<file path="src/rtl/regfile_param_sync.sv">
// Parametrised register file: one synchronous write port, two registered read ports
// with valid strobes, and a bulk-clear sequencer. Define REGFILE_BYPASS_EN for write-to-read bypass.
module regfile_param_sync #(
  parameter int unsigned DATA_WIDTH = 32,
  parameter int unsigned ADDR_WIDTH = 5,
  parameter bit          ZERO_REG   = 1'b1
) (
  input  logic                  clk,
  input  logic                  reset,
  input  logic                  WriteEnable,
  input  logic [ADDR_WIDTH-1:0] WriteAddress,
  input  logic [DATA_WIDTH-1:0] WriteValue,
  input  logic                  ReadEnable1,
  input  logic [ADDR_WIDTH-1:0] ReadAddress1,
  input  logic                  ReadEnable2,
  input  logic [ADDR_WIDTH-1:0] ReadAddress2,
  output logic [DATA_WIDTH-1:0] ReadValue1,
  output logic [DATA_WIDTH-1:0] ReadValue2,
  output logic                  ReadValid1,
  output logic                  ReadValid2,
  input  logic                  ClearReq,
  output logic                  Busy
);

  localparam int unsigned           DEPTH = 2 ** ADDR_WIDTH;
  localparam logic [ADDR_WIDTH-1:0] LAST  = ADDR_WIDTH'(DEPTH - 1);

`ifdef REGFILE_BYPASS_EN
  localparam bit BYPASS = 1'b1;
`else
  localparam bit BYPASS = 1'b0;
`endif

  typedef enum logic {
    IDLE,
    CLEAR
  } state_t;

  state_t                state;
  state_t                state_next;
  logic [ADDR_WIDTH-1:0] clear_cnt;
  logic [DATA_WIDTH-1:0] mem [DEPTH];
  logic                  write_ok;
  logic                  read_ok1;
  logic                  read_ok2;
  logic [DATA_WIDTH-1:0] rd_data1;
  logic [DATA_WIDTH-1:0] rd_data2;

  assign Busy     = (state == CLEAR);
  assign write_ok = WriteEnable && !Busy && !(ZERO_REG && (WriteAddress == '0));
  assign read_ok1 = ReadEnable1 && !Busy;
  assign read_ok2 = ReadEnable2 && !Busy;

  always_comb begin
    state_next = state;
    case (state)
      IDLE:    if (ClearReq) state_next = CLEAR;
      CLEAR:   if (clear_cnt == LAST) state_next = IDLE;
      default: state_next = IDLE;
    endcase
  end

  // Counter is parked at zero in IDLE so CLEAR always starts from entry 0.
  always_ff @(posedge clk or posedge reset) begin
    if (reset) begin
      state     <= IDLE;
      clear_cnt <= '0;
    end else begin
      state <= state_next;
      if (state == CLEAR) clear_cnt <= clear_cnt + 1'b1;
      else                clear_cnt <= '0;
    end
  end

  // Zero-register forcing is applied last so it also overrides the bypass path.
  always_comb begin
    rd_data1 = mem[ReadAddress1];
    if (BYPASS && write_ok && (WriteAddress == ReadAddress1)) rd_data1 = WriteValue;
    if (ZERO_REG && (ReadAddress1 == '0)) rd_data1 = '0;
  end

  always_comb begin
    rd_data2 = mem[ReadAddress2];
    if (BYPASS && write_ok && (WriteAddress == ReadAddress2)) rd_data2 = WriteValue;
    if (ZERO_REG && (ReadAddress2 == '0)) rd_data2 = '0;
  end

  always_ff @(posedge clk or posedge reset) begin
    if (reset) begin
      for (int unsigned i = 0; i < DEPTH; i++) mem[i] <= '0;
    end else if (Busy) begin
      mem[clear_cnt] <= '0;
    end else if (write_ok) begin
      mem[WriteAddress] <= WriteValue;
    end
  end

  always_ff @(posedge clk or posedge reset) begin
    if (reset) begin
      ReadValue1 <= '0;
      ReadValue2 <= '0;
      ReadValid1 <= 1'b0;
      ReadValid2 <= 1'b0;
    end else begin
      ReadValid1 <= read_ok1;
      ReadValid2 <= read_ok2;
      if (read_ok1) ReadValue1 <= rd_data1;
      if (read_ok2) ReadValue2 <= rd_data2;
    end
  end

endmodule

</file>
<file path="config.mk">
export PLATFORM = sky130hd
export DESIGN_NAME = regfile_param_sync
export DESIGN_NICKNAME = d
export VERILOG_FILES = /design/src/rtl/regfile_param_sync.sv
export SDC_FILE = /design/constraint.sdc
export NUM_CORES = 2
export LEC_CHECK = 0
export CORE_UTILIZATION = 45
export DETAILED_ROUTE_END_ITERATION = 16
export HOLD_SLACK_MARGIN = 0.12
export PLACE_DENSITY = 0.69
export SETUP_SLACK_MARGIN = 0.15
export SLEW_MARGIN = 20
export SYNTH_ARGS = -nofsm -noshare
export SYNTH_HDL_FRONTEND = slang
export SYNTH_SLANG_ARGS = --single-unit
</file>
<file path="constraint.sdc">
create_clock -name clk -period 59.4 [get_ports clk]
set_input_delay 17.82 -clock clk [delete_from_list [all_inputs] [get_ports clk]]
set_output_delay 17.82 -clock clk [all_outputs]
set_load 0.02 [all_outputs]
</file>
Word-level counts from Yosys, hierarchy flattened
Index checks and enable logic that the tools add are counted.
Widths: inputs -> output; s select.
{"block": "totals", "ff_bits": 1096, "latchBits": 0, "ramBits": 0, "romBits": 0, "elab_cells": 84, "n_memories": 0}
{"block": "op_classes", "addsub": 1, "n_mul": 0, "n_div": 0, "n_lt_le_gt_ge": 6, "eq_ne": 1, "shift": 0, "n_mux": 19, "n_bitwise": 7, "n_reduce_logical": 12}
{"op": "$mux 1024", "n": 2}
{"op": "$and 1024x1024->1024", "n": 1}
{"op": "$bwmux 1024", "n": 1}
{"op": "$not 1024->1024", "n": 1}
{"op": "$bmux 32 s5", "n": 2}
{"op": "$demux 32 s5", "n": 2}
{"op": "$mux 32", "n": 8}
{"op": "$ge 6x6->1 const B", "n": 4}
{"op": "$not 5->6", "n": 4}
{"op": "$logic_not 5->1", "n": 3}
{"op": "$lt 6x1->1 const B", "n": 2}
{"op": "$logic_and 1x1->1", "n": 6}
{"op": "$add 5x1->5 const B", "n": 1}
{"op": "$eq 5x5->1 const B", "n": 1}
{"op": "$mux 5", "n": 1}
{"op": "$logic_not 1->1", "n": 2}
{"op": "$mux 1", "n": 2}
{"op": "$pmux 1 s2", "n": 1}
{"op": "$reduce_bool 2->1", "n": 1}
{"op": "$not 1->1", "n": 1}

Longest topological paths before layout
{"block": "depth", "ltp_word": 8, "mapped_depth": 9, "mapped_depth_nobuf": 5}

Worst setup path after synthesis
OpenSTA, ideal clock, no wires.
{"block": "synth_path", "path_type": "input port to flip-flop", "from": "input port ReadAddress1[0]", "to": "register ReadValue1[0]", "arrival_time_ps": 19285, "setup_slack_ps": 39993, "path_stages": 7, "path_buffers": 3, "cell_sequence": "buf_2 -> buf_6 -> buf_2 -> mux4_2 -> o22ai_1 -> nor4_1 -> a32o_1"}
{"block": "synth_via", "elab_chain_len": 5, "word_cells_on_any_way": 6, "cone_classes": "mux (4); bitwise (1); reduce/logical (1)"}
{"item": "start: declaration", "line_no": "14", "text": "input logic [ADDR_WIDTH-1:0] ReadAddress1,"}
{"item": "$not 5->6 (implied by the code)", "line_no": "77", "text": "rd_data1 = mem[ReadAddress1];"}
{"item": "$bmux 32 s5", "line_no": "77"}
{"item": "$mux 32 (implied by the code) (2 in series)", "line_no": "77"}
{"item": "$mux 32 (*)", "line_no": "79", "text": "if (ZERO_REG && (ReadAddress1 == '0)) rd_data1 = '0;"}
{"item": "end signal: assignment", "line_no": "107", "text": "if (read_ok1) ReadValue1 <= rd_data1;"}
{"item": "end: declaration", "line_no": "17", "text": "output logic [DATA_WIDTH-1:0] ReadValue1,"}
Mark *: on every way between the ends. The rest lies on a longest branch, timed or not. The select of a mux whose other input is x is not followed.
A chain may end at the register's enable or synchronous reset.

==> results.sh <==
export IMPL_row_count=128
export IMPL_gp_congestion=0.852
export IMPL_final_hold_violation_count=0
export IMPL_fmax_mhz=46.3
export IMPL_worstMarginPinSlew_ns=1.22
export IMPL_min_path_cells=1
export IMPL_grt_setup_unrepaired="false"
export IMPL_drv_cap=0
export IMPL_root_buffer="clkbuf_16"
export IMPL_htreeDepth=3
export IMPL_hold_slack_ns=0.507
export IMPL_synth_flop_cell="dfrtp_1"
export IMPL_critPathKind="input port to asynchronous set/reset pin"
export IMPL_path_clk_slew_ns=0.06
export IMPL_synth_edf_count=0
export IMPL_synthCells=4203
export IMPL_port_buffers=119
export IMPL_cp_required_ns=60.12
export IMPL_sequentialPowerShare_pct=43.3
export IMPL_antenna_found_initial=5
export IMPL_p_leak_nw=28.1
export IMPL_track_usage_pct=32.0
export IMPL_finalCritPeriodShare_pct=36.3
export IMPL_synth_seq_area_share_pct=49.0
export IMPL_synthArstFlopShare_pct=100
export IMPL_die_h_um=355
export IMPL_fin_total_pwr_w=0.00204
export IMPL_grt_overflow_total=0
export IMPL_hp_start="mem[1019]"
export IMPL_detail_route_antenna_nets=0
export IMPL_drt_total_wl_mm=202
export IMPL_pwr_density_cell_nw_per_um2=32.8
export IMPL_syn_area_per_cell_sq_um=13.3
export IMPL_stdcell_area_sq_um=62300
export IMPL_max_slew_margin_pct=18.7
export IMPL_cts_tree="done"
export IMPL_tns_ns=0
export IMPL_fp_dieArea_sq_um=126000
export IMPL_route_detailed_drc=0
export IMPL_r2r_cells=6
export IMPL_viasPerCell=7.31
export IMPL_drtIter0Drc=5327
export IMPL_ys_ff_latch=1096
export IMPL_cts_setup_buffers=0
export IMPL_ctsHoldBuffers=0
export IMPL_vias=42300
export IMPL_switchingPower_w=0.000619
export IMPL_combPwrFrac_pct=19.6
export IMPL_core_area_sq_um=123000
export IMPL_ios=120
export IMPL_crit_chain="clkdlybuf4s50_1 -> inv_8 -> buf_4 -> buf_4 -> buf_4 -> buf_4"
export IMPL_grt_max_degree=190
export IMPL_vdd_ir_drop_max_uv=23.8
export IMPL_worst_path_most_repeated_cell="buf_4"
export IMPL_cts_resized=0
export IMPL_start_util_pct=45.7
export IMPL_finalSetupViolCount=0
export IMPL_die_w_um=355
export IMPL_dr_pass1_iters=5
export IMPL_clkPwrFrac_pct=37.1
export IMPL_nets=4125
export IMPL_slowest_delay_ns=0.83
export IMPL_clk_latency_ns=0.73
export IMPL_syn_to_final_growth_pct=11.4
export IMPL_grt_pass1_wl_mm=296
export IMPL_syn_cell_area_sq_um=55900
export IMPL_hp_class="flip-flop to flip-flop"
export IMPL_dp_hpwl_mm=110
export IMPL_reg2reg_from="Busy"
export IMPL_place_area_sq_um=58400
export IMPL_cp_arrival_ns=22.30
export IMPL_slowest_stage="buf_4"
export IMPL_numCtsBuffers=114
export IMPL_fin_crit_ns=21.58
export IMPL_drive_gt1_share_pct=26.5
export IMPL_numClockSinks=1096
export IMPL_swShare_pct=30.3
export IMPL_yosys_warnings=0
export IMPL_outcome="complete, no violations"
export IMPL_r2r_end="mem[827]"
export IMPL_clk_path_buf_depth=3
export IMPL_syn_nets=4261
export IMPL_end_kind="asynchronous set/reset pin"
export IMPL_p_int_w=0.00142
export IMPL_grt_pass1_vias=42400
export IMPL_worstSetupStartpointType="input port"
export IMPL_slew_violations=0
export IMPL_fin_worst_skew_ns=0.0317
export IMPL_wl_per_cell_um=34.9
export IMPL_r2r_slack_ns=55.24
export IMPL_hold_end="mem[1019]"
export IMPL_crit_fanout=107
export IMPL_synth_distinct_cells=49
layer usage:
metal | global-route usage, % | share of wire, % | up-vias
li1 | - | - | 16400
met1 | 44.0 | 39 | 21900
met2 | 45.5 | 43 | 3267
met3 | 10.6 | 14 | 674
met4 | 15.5 | 5.1 | 6
met5 | 0 | 0.015 | -
synthesized netlist by cell type (7+ instances only):
| master | instances | area, sq um |
|---|---|---|
| clkbuf_1 | 303 | 1140 |
| dfrtp_1 | 1096 | 27400 |
| and3_1 | 62 | 388 |
| nor3_1 | 7 | 35.0 |
| nand2_1 | 77 | 289 |
| buf_2 | 134 | 671 |
| mux2i_1 | 77 | 771 |
| buf_4 | 49 | 368 |
| nor2_1 | 91 | 342 |
| nand3b_1 | 7 | 52.6 |
| nand3_1 | 12 | 60.1 |
| o22ai_1 | 186 | 1160 |
| nor2_4 | 7 | 78.8 |
| nor3b_1 | 7 | 52.6 |
| mux4_2 | 301 | 6780 |
| nor4_1 | 62 | 388 |
| a211oi_1 | 60 | 450 |
| a21oi_1 | 31 | 155 |
| a22o_1 | 1052 | 9210 |
| nand2b_1 | 64 | 400 |
| and2_1 | 40 | 250 |
| mux4_1 | 17 | 447 |
| nand4_1 | 8 | 50.1 |
| mux2_2 | 370 | 4170 |
| buf_6 | 16 | 180 |
critical path, delay by kind of cell:
kind / cells / cell delay [ns]
buffers and inverters: 6 / 4.22
cells by family after synthesis:
| logic type | after synthesis | synth area share [%] |
|---|---|---|
| buffers and inverters | 521 | 4.53 |
| muxes | 767 | 21.8 |
| DFF | 1096 | 49.0 |
| AOI/OAI and AO/OA | 1343 | 19.9 |
| xor gates and xnor gates | 2 | 0.0313 |
| adders and majority gates | 5 | 0.112 |
| and+or+nand+nor | 469 | 4.59 |
sequential cells by signal (all words and copies together) (netlist names):
signal      count
mem          1024
ReadValue1     32
ReadValue2     32
clear_cnt       5
Busy            1
ReadValid1      1
ReadValid2      1
power by group through the flow:
stage                     clock (W)  combinational (W)  sequential [W]
final                      0.000757           0.000400        0.000884
after global routing       0.000792           0.000415        0.000892
after CTS                  0.000761           0.000392        0.000882
after detailed placement          0           0.000391        0.000893
after global placement            0           0.000383        0.000891
after floorplan                   0           0.000225        0.000889
cell usage in the layout, fill, tap and decap left out, types with 5 or more instances in the layout:
cell type        count
a211oi_1            60
a21oi_4             31
a22o_1            1052
and2_1              40
and3_1              62
buf_2                9
buf_4              137
bufinv_16           12
clkbuf_1            21
clkbuf_16          119
clkbuf_8            23
clkdlybuf4s50_1    104
clkinv_2            25
clkinvlp_4           7
dfrtp_1           1096
ha_1                 5
inv_1                5
mux2_2             370
mux2i_1             77
mux4_1              17
mux4_2             301
nand2_1             76
nand2b_1            62
nand3_1              8
nand3b_1             7
nand4_1              8
nor2_1              70
nor2_4              31
nor3_1               6
nor3b_1              5
nor4_1              62
o22ai_1            186
metrics by stage:
stage,setup slack [ns],utilization [%],std cells
floorplan,10.72,-,4203
detailed placement,36.77,47.7,5575
finish,37.82,50.9,5787
global route,37.18,50.9,5786
global placement,36.80,47.7,5574
CTS,37.50,50.8,5783
layout make-up:
class                           instances  area [sq um]
Inverter                                6          30.0
Sequential cell                      1096         27400
Clock inverter                         47           564
Tap cell                             1625          2030
Fill cell                           10300         60200
Antenna cell                            3          7.51
Clock buffer                          161          3350
Multi-Input combinational cell       2586         26600
Timing Repair Buffer                  263          2320
worst max-delay path by stage:
stage | startpoint | endpoint | cells past startpoint
after global placement | reset | mem[589] | 6
final | reset | mem[680] | 6
after CTS | reset | mem[365] | 6
after floorplan | reset | Busy | 1
after detailed placement | reset | mem[621] | 6
after global routing | reset | mem[648] | 6
Power figures use the tool's default switching activity.
